<file path="config.mk">
export PLATFORM = sky130hd
export DESIGN_NAME = cdm16_acc_stage
export DESIGN_NICKNAME = d
export VERILOG_FILES = /design/src/rtl/cdm16_acc_stage.sv
export SDC_FILE = /design/constraint.sdc
export NUM_CORES = 1
export LEC_CHECK = 0
export BUFFER_PORTS_ARGS = -buffer_cell sky130_fd_sc_hd__buf_2
export CELL_PAD_IN_SITES_DETAIL_PLACEMENT = 0
export CELL_PAD_IN_SITES_GLOBAL_PLACEMENT = 2
export CORE_ASPECT_RATIO = 0.6
export CORE_MARGIN = 2
export CORE_UTILIZATION = 30
export CTS_CLUSTER_DIAMETER = 30
export DETAILED_ROUTE_END_ITERATION = 16
export PLACE_DENSITY = 0.8
export SYNTH_ARGS = -nofsm -noshare
export SYNTH_HDL_FRONTEND = slang
export SYNTH_SLANG_ARGS = --single-unit
</file>
<file path="constraint.sdc">
create_clock -name clk -period 2.8 [get_ports clk]
set_input_delay 0.28 -clock clk [delete_from_list [all_inputs] [get_ports clk]]
set_output_delay 0.28 -clock clk [all_outputs]
set_load 0.01 [all_outputs]
</file>
<file path="src/rtl/cdm16_acc_stage.sv">
// Accumulate stage behind the carry-disregard approximate multiplier: sums a burst of
// unsigned 32-bit products into a wide accumulator and hands back one result.
module cdm16_acc_stage #(
  parameter int ACC_W = 40,
  parameter int LEN_W = 8
) (
  input  logic             clk,
  input  logic             rst_n,
  input  logic             start,
  input  logic [LEN_W-1:0] len,
  input  logic [31:0]      prod,
  input  logic             prod_valid,
  output logic             prod_ready,
  output logic [ACC_W-1:0] res,
  output logic             res_valid,
  input  logic             res_ready,
  output logic             busy,
  output logic             ovf,
  output logic [1:0]       dbg_state_o
);

  // Handshakes: a beat/result transfers on a rising edge where valid and ready are both high.
  // prod_ready and res_valid are decoded from registered state only, never from inputs.
  typedef enum logic [1:0] {
    S_IDLE = 2'd0,
    S_ACC  = 2'd1,
    S_DONE = 2'd2
  } state_t;

  state_t           state_q;
  logic [ACC_W-1:0] acc_q;
  logic [LEN_W-1:0] cnt_q;
  logic [LEN_W-1:0] len_q;
  logic             ovf_q;
  logic [ACC_W:0]   acc_sum_d;

  // Extra top bit captures the carry out of the accumulator for the sticky overflow flag.
  assign acc_sum_d = {1'b0, acc_q} + (ACC_W + 1)'(prod);

  always_ff @(posedge clk or negedge rst_n) begin
    if (!rst_n) begin
      state_q <= S_IDLE;
      acc_q   <= '0;
      cnt_q   <= '0;
      len_q   <= '0;
      ovf_q   <= 1'b0;
    end else begin
      case (state_q)
        S_IDLE: begin
          if (start) begin
            len_q   <= len;
            acc_q   <= '0;
            cnt_q   <= '0;
            ovf_q   <= 1'b0;
            state_q <= (len == '0) ? S_DONE : S_ACC;
          end
        end
        S_ACC: begin
          if (prod_valid) begin
            acc_q <= acc_sum_d[ACC_W-1:0];
            cnt_q <= cnt_q + LEN_W'(1);
            if (acc_sum_d[ACC_W]) ovf_q <= 1'b1;
            if (cnt_q == len_q - LEN_W'(1)) state_q <= S_DONE;
          end
        end
        S_DONE: begin
          if (res_ready) state_q <= S_IDLE;
        end
        default: state_q <= S_IDLE;
      endcase
    end
  end

  assign prod_ready  = (state_q == S_ACC);
  assign res_valid   = (state_q == S_DONE);
  assign busy        = (state_q != S_IDLE);
  assign res         = acc_q;
  assign ovf         = ovf_q;
  assign dbg_state_o = state_q;

endmodule

</file>
**After elaboration in Yosys (flattened, before gate mapping)**

Cells that the tools add are included.

- Bits in registers: 59
- Output and inout bits: 46
- Word-level logic and storage cells: 40

- Add/sub/neg operators: 3
- Equal/unequal tests: 8
- Mux-type cells: 16
- Reductions and logical operators: 8

Operators by type and width:

| kind | count |
|---|---|
| $mux W40 | 2 |
| $pmux W40 S2 | 1 |
| $add A40 B32 Y41 | 1 |
| $mux W8 | 2 |
| $pmux W8 S2 | 1 |
| $mux W2 | 5 |
| $add A8 B1 Y8 const B | 1 |
| $eq A8 B8 Y1 | 1 |
| $logic_not A8 Y1 | 1 |
| $reduce_and A4 Y1 | 2 |
| $sub A8 B1 Y8 const B | 1 |
| $ne A2 B1 Y1 const B | 3 |
| $pmux W2 S3 | 1 |
| $ne A2 B2 Y1 const B | 2 |
| $reduce_bool A2 Y1 | 2 |
| $mux W1 | 3 |
| $reduce_and A3 Y1 | 1 |
| $eq A2 B1 Y1 const B | 1 |
| $eq A2 B2 Y1 const B | 1 |
| $logic_not A2 Y1 | 1 |
| $pmux W1 S2 | 1 |
| $reduce_and A2 Y1 | 1 |

**Depth between registers and ports, before layout**

Gate-level depths: netlist (run 1).

- Depth after elaboration: 5
- Mapped depth: 10
- Depth with buffers taken out: 10

**Least setup slack after synthesis (run 1)**

OpenSTA, ideal clock, no wires.

- Path kind: register to register
- Start point: reg acc_q[0], in the netlist res[0]
- End point: reg acc_q[38], in the netlist res[38]
- Arrival: 2,362 ps
- Data required time: 2,684 ps
- Slack: 323 ps
- Stages on the path, launching flop included: 10
- Buffers on the path: 0
- Period minus slack after synthesis: 2,477 ps
- Cells stage by stage: dfrtp_1 ha_1 fa_1 a211oi_1 o21ai_1 a21oi_2 nor2_2 a31oi_2 o31ai_4 o311ai_0

- Longest elaborated chain between the ends: 3

Ends and longest elaborated chain:

| element | RTL line | source |
|---|---|---|
| start, declared | 31 | `logic [ACC_W-1:0] acc_q;` |
| start signal, assigned | 60 | `acc_q <= acc_sum_d[ACC_W-1:0];` |
| $add A40 B32 Y41 | 38 | `assign acc_sum_d = {1'b0, acc_q} + (ACC_W + 1)'(prod);` |
| $mux W40 | 59 | `if (prod_valid) begin` |
| $pmux W40 S2 | 48 | `case (state_q)` |

Every way passes these cells. The select of a mux whose other input is x is not followed.
A chain may end at the register's enable or synchronous reset.

**Worst setup path in the final report (run 1)**

- Start point: reg acc_q[8], in the netlist res[8]
- End point: reg acc_q[37], in the netlist res[37]

The elaborated chain is that of the path after synthesis.

==> impl_metrics.env, run 1 <==
export IMPL_outcome="finished clean"
export IMPL_max_cap_viol_count=0
export IMPL_firstDrtPassIters=5
export IMPL_grt_max_degree=34
export IMPL_synth_distinct_cells=70
export IMPL_die_width_um=165
export IMPL_clockBufferDepth=2
export IMPL_vdd_drop_max_v=0.000315
export IMPL_relSlewSlack=0.359
export IMPL_port_buffer_count=90
export IMPL_synthTopCellsByCount="nand2_1 (84), dfrtp_1 (59), a21oi_1 (46)"
export IMPL_hold_viol=0
export IMPL_slew_violations=0
export IMPL_grt_pass1_vias=4234
export IMPL_synth_edff_count=0
export IMPL_drtIter0Drc=221
export IMPL_remaining_drc_errors=0
export IMPL_hold_slack_ps=37.9
export IMPL_finalCritPeriodShare=0.967
export IMPL_total_leakage_power_nw=2.64
export IMPL_start_util=0.306
export IMPL_path_clk_slew_ps=60
export IMPL_ys_warn_count=0
export IMPL_via_per_inst=5.16
export IMPL_ys_ff_latch=59
export IMPL_drt_antenna_violating_nets=0
export IMPL_cp_start_kind="flop"
export IMPL_grt_overflow=0
export IMPL_area_delta_synth_final_pct=21.7
export IMPL_yosysTopAreaCellShare=0.316
export IMPL_worstMarginPinSlew_ps=960
export IMPL_arrival_ps=2970
export IMPL_clock_sinks=59
export IMPL_numCtsBuffers=9
export IMPL_hold_path_class="in -> async"
export IMPL_syn_area_mm2=0.00468
export IMPL_dp_hpwl_um=11000
export IMPL_synth_most_common_cell="nand2_1"
export IMPL_die_h_um=101
export IMPL_cts_tree="done"
export IMPL_vias=4441
export IMPL_grt_antenna_before_repair=0
export IMPL_fin_crit_ps=2710
export IMPL_setup_viol=0
export IMPL_clock_latency_ps=340
export IMPL_cts_max_level=3
export IMPL_netlist_instances=559
export IMPL_final_cell_area_mm2=0.00570
export IMPL_synth_area_top_cells="dfrtp_1 (32%), ha_1 (9.1%), nand2_1 (6.7%)"
export IMPL_syn_avg_cell_area_um2=8.37
export IMPL_cp_required_ps=3060
export IMPL_finalClockSkew_ps=3.93
export IMPL_dp_cells=843
export IMPL_powerDensity_mw_per_mm2=1180
export IMPL_row_count=35
export IMPL_end_kind="flop"
export IMPL_cts_root_buffer="clkbuf_16"
export IMPL_yosysSeqAreaShare=0.316
export IMPL_core_area_mm2=0.0153
export IMPL_critPathKind="reg -> reg"
export IMPL_drive_gt1_frac=0.234
export IMPL_die_area_mm2=0.0166
export IMPL_synth_top_area_cell="dfrtp_1"
export IMPL_synth_main_ff_cell="dfrtp_1"
export IMPL_gp_congestion=0.839
export IMPL_grt_use_total=0.175
export IMPL_cp_max_fo=6
export IMPL_async_reset_ff_frac=1.00
export IMPL_synthesis_nets=639
export IMPL_io_pins=91
export IMPL_routed_wl_um=14300
export IMPL_rsz0062_at_grt="true"
export IMPL_finalNonFillerCells=860
export IMPL_grt_pass1_wl_um=22500
export IMPL_final_nets=732
export IMPL_placed_area_mm2=0.00535
export IMPL_num_antenna_cells=0
export IMPL_fmax_mhz=369
export IMPL_avgRoutedWirePerCell_um=16.6
-- worst paths after layout --
| check | start | end | slack, ps | cells after the start |
|---|---|---|---|---|
| hold / removal | rst_n | res[17]$_DFFE_PN0P_ | 40 | 1 |
| max in group asynchronous | rst_n | len_q[1]$_DFFE_PN0P_ | 2010 | 2 |
| setup reg to reg | res[8]$_DFFE_PN0P_ | res[37]$_DFFE_PN0P_ | 90 | 9 |
| hold reg to reg | len_q[7]$_DFFE_PN0P_ | len_q[7]$_DFFE_PN0P_ | 500 | 2 |
| min in group clk | len[2] | len_q[2]$_DFFE_PN0P_ | 160 | 3 |
| setup / recovery | res[8]$_DFFE_PN0P_ | res[37]$_DFFE_PN0P_ | 90 | 9 |
-- registers in the layout (all words and copies together), names as in the netlist --
register     count
res             40
len_q            8
cnt_q            8
ovf              1
dbg_state_o      2
-- layer usage --
metal  share of wire  global-route usage  up-vias
li1                -                   -     2198
met1            0.54               0.277     2120
met2            0.38               0.238      118
met3           0.068              0.0378        5
met4          0.0048              0.0361        0
met5               0                   0        -
-- critical path, stage by stage (launching register included) --
cell and delay (ps):
dfrtp_1 400, ha_1 410, nand4_1 260, nor4_4 410
nor2_2 100, a21oi_2 230, or4b_4 180, a31oi_4 120
o31ai_2 300, mux2i_1 220
-- report_power, final --
group	internal [W]	switching [W]
Sequential	0.00121	0.000401
Clock	0.000693	0.000453
Combinational	0.00166	0.00231
-- cell usage in the layout (no fill, tap or decap), types with 19 or more instances in the layout --
cell type	n
buf_2	90
nand2_1	84
dfrtp_1	59
a21oi_1	46
o21ai_0	43
nor2_1	36
ha_1	33
xor2_1	25
xnor2_1	22
buf_4	19
-- through the flow --
stage                     setup slack (ps)  utilization  total power [W]  setup TNS (ps)
after floorplan                        323            -          0.00437               0
after CTS                             43.8        0.370          0.00670               0
after detailed placement              93.8        0.350          0.00551               0
after global placement                 155        0.350          0.00546               0
after global routing                 -11.9        0.373          0.00730           -17.5
final                                 92.1        0.373          0.00673               0
-- logic make-up (layout without fill, tap and decap cells) --
family / after synthesis / count (layout) / synth area share
mux: 3 / 3 / 0.00668
fa+ha+maj: 35 / 35 / 0.0952
compound gates: 178 / 178 / 0.244
xor+xnor: 47 / 47 / 0.0880
buf+inv: 38 / 136 / 0.0455
simple gates: 199 / 199 / 0.205
flops: 59 / 59 / 0.316
-- cell type report --
cell class / count / area (um2)
Fill cell: 1585 / 9590
Timing Repair Buffer: 109 / 593
Clock inverter: 7 / 77.6
Inverter: 11 / 41.3
Sequential cell: 59 / 1480
Clock buffer: 9 / 225
Multi-Input combinational cell: 462 / 3030
Tap cell: 203 / 254
-- repair_timing --
item / CTS / global route
endpoints found under the setup margin: 0 / 12
hold buffers: 0 / 0
resized for setup: 0 / 6
buffers inserted: 0 / 1
Note: power is estimated with default switching activity, not from simulation.
==> run 2, diff against run 1 <==
Settings changed: ABC_AREA from default to 1, PLACE_DENSITY 0.8 to 0.87, REMOVE_ABC_BUFFERS from default to 1.
==> run 2 against run 1 <==
Worst setup slack improved by 190 ps. Combinational power increased by 4%. Clock skew increased by 4.7 ps. Die area increased by 13%. Sequential power decreased by 7%. Synthesized area increased by 14%. Non-clock buffer count decreased by 14. Largest power group unchanged.
==> impl_metrics.env, run 2 <==
export IMPL_die_area_mm2=0.0188
export IMPL_vias=5578
export IMPL_ff2ff_path_depth=12
export IMPL_ys_ff_latch=59
export IMPL_clock_sinks=59
export IMPL_arrival_ps=2730
export IMPL_cts_tree="done"
export IMPL_crit_buf_inv=0
export IMPL_grt_overflow=0
export IMPL_core_area_mm2=0.0172
export IMPL_cp_required_ps=3010
export IMPL_total_leakage_power_nw=3.66
export IMPL_syn_avg_cell_area_um2=6.09
export IMPL_hold_path_class="in -> async"
export IMPL_r2r_start="res[0]$_DFFE_PN0P_"
export IMPL_synth_compound_area_frac=0.109
export IMPL_syn_area_mm2=0.00532
export IMPL_remaining_drc_errors=0
export IMPL_synthXorXnorAreaFrac=0.0210
export IMPL_path_common_cell="nand2_1"
export IMPL_relSlewSlack=0.421
export IMPL_num_antenna_cells=0
export IMPL_fin_setup_tns_ps=0
export IMPL_grt_pass1_vias=5131
export IMPL_start_util=0.309
export IMPL_drt_antenna_violating_nets=0
export IMPL_synthSimpleGateAreaFrac=0.396
export IMPL_hold_viol=0
export IMPL_yosysTopAreaCellShare=0.278
export IMPL_port_buffer_count=90
export IMPL_path_clk_slew_ps=60
export IMPL_synth_top_family_by_area="simple AND/OR/NAND/NOR gates"
export IMPL_finalCritPeriodShare=0.900
export IMPL_critPathSlowestCell="fa_1"
export IMPL_synth_main_ff_cell="dfrtp_1"
export IMPL_grt_antenna_before_repair=0
export IMPL_dp_hpwl_um=14500
export IMPL_cts_setup_buffers=0
export IMPL_finalClockSkew_ps=8.60
export IMPL_critPathKind="reg -> reg"
export IMPL_synthTopCellsByCount="nand2_1 (335), inv_1 (138), nor2_1 (85)"
export IMPL_synth_top_area_cell="dfrtp_1"
export IMPL_muxShareOfSynthArea=0
export IMPL_fmax_mhz=397
export IMPL_avgRoutedWirePerCell_um=15.0
export IMPL_fin_ws_ps=279
export IMPL_worstMarginPinSlew_ps=869
export IMPL_final_common_cell="nand2_1"
export IMPL_drtIter0Drc=494
export IMPL_crit_cells=12
export IMPL_die_width_um=176
export IMPL_gp_congestion=0.887
export IMPL_cts_resized_gates=0
export IMPL_clock_latency_ps=340
export IMPL_area_delta_synth_final_pct=18.9
export IMPL_ys_warn_count=0
export IMPL_cts_max_level=3
export IMPL_outcome="finished clean"
export IMPL_netlist_instances=873
export IMPL_worstPathCellList="ha_1 > fa_1 > nand3_1 > nand3_1 > nand2_1 > nand3_2 > nand2_1 > nand2_1 > nand2_1 > nand2_1 > nand3_1 > a21oi_1"
export IMPL_routed_wl_um=18100
export IMPL_max_cap_viol_count=0
export IMPL_cp_start_kind="flop"
export IMPL_firstDrtPassIters=5
export IMPL_row_count=37
export IMPL_end_kind="flop"
export IMPL_r2r_slack_ps=280
export IMPL_synthAdderAreaFrac=0.0838
export IMPL_grt_pass1_wl_um=28900
export IMPL_fin_crit_ps=2520
export IMPL_largest_reg_flops=40
export IMPL_place_ws_ps=349
export IMPL_rsz0062_at_grt="false"
export IMPL_rr_endpoint="ovf$_DFFE_PN0P_"
export IMPL_cp_max_fo=5
export IMPL_powerDensity_mw_per_mm2=1070
export IMPL_crit_path_end="ovf$_DFFE_PN0P_"
export IMPL_numCtsBuffers=9
export IMPL_synth_distinct_cells=41
export IMPL_mostFrequentLayoutCells="nand2_1 (335), inv_1 (138), buf_2 (90)"
export IMPL_fin_util=0.367
export IMPL_vdd_drop_max_v=0.000367
export IMPL_startpoint="res[0]$_DFFE_PN0P_"
export IMPL_drive_gt1_frac=0.134
export IMPL_via_per_inst=4.62
export IMPL_synth_most_common_cell="nand2_1"
export IMPL_clockBufferDepth=2
export IMPL_die_h_um=107
export IMPL_setup_viol=0
export IMPL_io_pins=91
export IMPL_slew_violations=0
export IMPL_synth_edff_count=0
export IMPL_yosysSeqAreaShare=0.278
export IMPL_synth_area_top_cells="dfrtp_1 (28%), nand2_1 (24%), inv_1 (9.7%)"
export IMPL_grt_max_degree=60
export IMPL_cpPeakStageDelay_ps=490
export IMPL_cts_root_buffer="clkbuf_16"
export IMPL_grt_use_total=0.201
export IMPL_hold_buffers=0
export IMPL_crit_family="simple AND/OR/NAND/NOR gates"
export IMPL_async_reset_ff_frac=1.00
export IMPL_final_nets=1049
## run 2: report_power, final
part / internal (W) / leakage [nW] / total, W / switching, W
combinational: 0.00138 / 2.74 / 0.00414 / 0.00276
clock: 0.000606 / 0.136 / 0.00109 / 0.000486
sequential: 0.00118 / 0.778 / 0.00150 / 0.000318
## run 2: cell type report
cell class | instances | area (um2)
Fill cell | 1963 | 10900
Multi-Input combinational cell | 660 | 3240
Sequential cell | 59 | 1480
Inverter | 144 | 543
Timing Repair Buffer | 95 | 488
Tap cell | 234 | 293
Clock buffer | 9 | 225
Clock inverter | 7 | 52.6
## run 2: cell families (layout without fill, tap and decap cells)
kind of cell,after synthesis,in the layout
flip-flops,59,59
AND/OR/NAND/NOR,506,506
XOR/XNOR,11,11
adder cells (fa/ha/maj),35,35
buffers and inverters,154,255
AO/OA/AOI/OAI,108,108
## run 2: per-stage QoR
step | instance area (um2) | cells | power, W | hold WS (ps)
floorplan | 5260 | 863 | 0.00421 | -15.6
global placement | 6040 | 1192 | 0.00565 | 479
detailed placement | 6040 | 1192 | 0.00563 | 486
CTS | 6320 | 1208 | 0.00676 | 130
global route | 6320 | 1208 | 0.00741 | 145
finish | 6320 | 1208 | 0.00673 | 101
## run 2: worst min path at each step
stage,end,depth (start not counted)
floorplan,cnt_q[0]$_DFFE_PN0P_,0
global placement,cnt_q[7]$_DFFE_PN0P_,1
detailed placement,cnt_q[7]$_DFFE_PN0P_,1
CTS,len_q[6]$_DFFE_PN0P_,3
global route,len_q[6]$_DFFE_PN0P_,3
finish,res[15]$_DFFE_PN0P_,2
## run 2: per-layer routing
layer / part of all wire / global-route usage / vias to the layer above
li1: - / - / 2927
met1: 0.58 / 0.338 / 2481
met2: 0.35 / 0.254 / 161
met3: 0.066 / 0.0394 / 9
met4: 0.0058 / 0.0319 / 0
met5: 0 / 0 / -
==> run 3, diff against run 2 <==
Settings changed: PLACE_DENSITY 0.87 to default, PLACE_DENSITY_LB_ADDON from default to 0.1.
==> run 3 against run 2 <==
Clock skew is essentially flat. First-iteration DRC count shrank 23%. Sequential power is essentially flat. Critical path type unchanged. Largest cell class unchanged. Highest routed layer is now met5.
==> impl_metrics.env, run 3 (same netlist as run 2, synthesis figures left out) <==
export IMPL_cts_root_buffer="clkbuf_16"
export IMPL_via_per_inst=4.55
export IMPL_total_leakage_power_nw=3.65
export IMPL_gp_congestion=0.852
export IMPL_slew_violations=0
export IMPL_remaining_drc_errors=0
export IMPL_cp_required_ps=3030
export IMPL_avgRoutedWirePerCell_um=15.7
export IMPL_final_common_cell="nand2_1"
export IMPL_grt_antenna_before_repair=1
export IMPL_port_buffer_count=90
export IMPL_io_pins=91
export IMPL_finalClockSkew_ps=8.46
export IMPL_drtIter0Drc=381
export IMPL_drive_gt1_frac=0.132
export IMPL_vdd_drop_max_v=0.000446
export IMPL_worstPathCellList="ha_1 > fa_1 > nand3_1 > nand3_1 > nand2_1 > nand3_2 > nand2_1 > nand2_1 > nand2_1 > nand2_1 > a21oi_1 > nor2_1"
export IMPL_cts_resized_gates=0
export IMPL_grt_overflow=0
export IMPL_hold_slack_ps=148
export IMPL_grt_max_degree=39
export IMPL_multi_input_area_mm2=0.00324
export IMPL_die_h_um=107
export IMPL_row_count=37
export IMPL_end_kind="flop"
export IMPL_die_width_um=176
export IMPL_critPathKind="reg -> reg"
export IMPL_cts_tree="done"
export IMPL_area_delta_synth_final_pct=19.2
export IMPL_fmax_mhz=407
export IMPL_cpPeakStageDelay_ps=470
export IMPL_setup_viol=0
export IMPL_largest_reg_flops=40
export IMPL_dp_hpwl_um=15200
export IMPL_vias=5499
export IMPL_cp_start_kind="flop"
export IMPL_start_util=0.309
export IMPL_outcome="finished clean"
export IMPL_finalCritPeriodShare=0.877
export IMPL_max_cap_viol_count=0
export IMPL_cts_max_level=3
export IMPL_die_area_mm2=0.0188
export IMPL_dp_cells=1192
export IMPL_finalNonFillerCells=1209
export IMPL_grt_use_total=0.212
export IMPL_grt_pass1_wl_um=30100
export IMPL_relSlewSlack=0.568
export IMPL_core_area_mm2=0.0172
export IMPL_powerDensity_mw_per_mm2=1070
export IMPL_fin_crit_ps=2460
export IMPL_clock_latency_ps=340
export IMPL_num_antenna_cells=0
export IMPL_critPathSlowestCell="fa_1"
export IMPL_power_total_w=0.00675
export IMPL_drt_antenna_violating_nets=0
export IMPL_worstMarginPinSlew_ps=648
export IMPL_mostFrequentLayoutCells="nand2_1 (335), inv_1 (138), buf_2 (90)"
export IMPL_path_common_cell="nand2_1"
export IMPL_hold_viol=0
export IMPL_rsz0062_at_grt="false"
export IMPL_clock_sinks=59
export IMPL_path_clk_slew_ps=60
export IMPL_ff_latch_area_mm2=0.00148
export IMPL_firstDrtPassIters=8
export IMPL_fill_cells=1936
export IMPL_clockBufferDepth=2
export IMPL_arrival_ps=2680
export IMPL_numCtsBuffers=9
export IMPL_routed_wl_um=19000
export IMPL_hold_path_class="in -> reg"
export IMPL_cp_max_fo=5
export IMPL_grt_pass1_vias=5205
export IMPL_final_nets=1050
export IMPL_r2r_slack_ps=340
export IMPL_fin_setup_tns_ps=0
## run 3: power breakdown
part           switching [W]  internal [W]  total, W  leakage (nW)
combinational        0.00284       0.00138   0.00422          2.75
clock               0.000450      0.000602   0.00105         0.122
sequential          0.000300       0.00118   0.00148         0.778
total                0.00359       0.00317   0.00675          3.65
## run 3: worst paths after layout
check | from | to | cells past startpoint
max in group asynchronous | rst_n | res[33]$_DFFE_PN0P_ | 3
worst max-delay path | res[0]$_DFFE_PN0P_ | res[32]$_DFFE_PN0P_ | 12
worst max register to register | res[0]$_DFFE_PN0P_ | res[32]$_DFFE_PN0P_ | 12
worst min register to register | cnt_q[7]$_DFFE_PN0P_ | cnt_q[7]$_DFFE_PN0P_ | 1
min in group asynchronous | rst_n | res[1]$_DFFE_PN0P_ | 2
worst min-delay path | len[6] | len_q[6]$_DFFE_PN0P_ | 3
## run 3: final cells by class
cell class | count | area share
multi-input cells | 660 | 0.511
flip-flops and latches | 59 | 0.233
clock buffers | 11 | 0.0367
inverters | 144 | 0.0857
repair buffers | 96 | 0.0806
well taps | 234 | 0.0462
clock inverters | 5 | 0.00632
## run 3: stage by stage
step / util / cell area [um2] / setup WS, ps
after floorplan: - / 5260 / 841
after global placement: 0.351 / 6050 / 358
after detailed placement: 0.351 / 6050 / 389
after CTS: 0.368 / 6340 / 376
after global routing: 0.368 / 6340 / 87.3
final: 0.368 / 6340 / 345
## run 3: critical path, delay by kind of cell (launching register included)
family          cells  cell delay (ps)
compound gates      1              140
fa+ha+maj           2              710
flops               1              390
simple gates        9             1090
## run 3: per-layer routing
metal / part of all wire / up-vias / global-route usage
li1: - / 2920 / -
met1: 0.59 / 2427 / 0.359
met2: 0.34 / 138 / 0.256
met3: 0.063 / 12 / 0.0479
met4: 0.0059 / 2 / 0.0401
met5: 0.00068 / - / 0
## run 3: what timing repair did
item	CTS	global route
buffers inserted	0	0
hold buffers	1	0
endpoints found under the hold margin	21	0
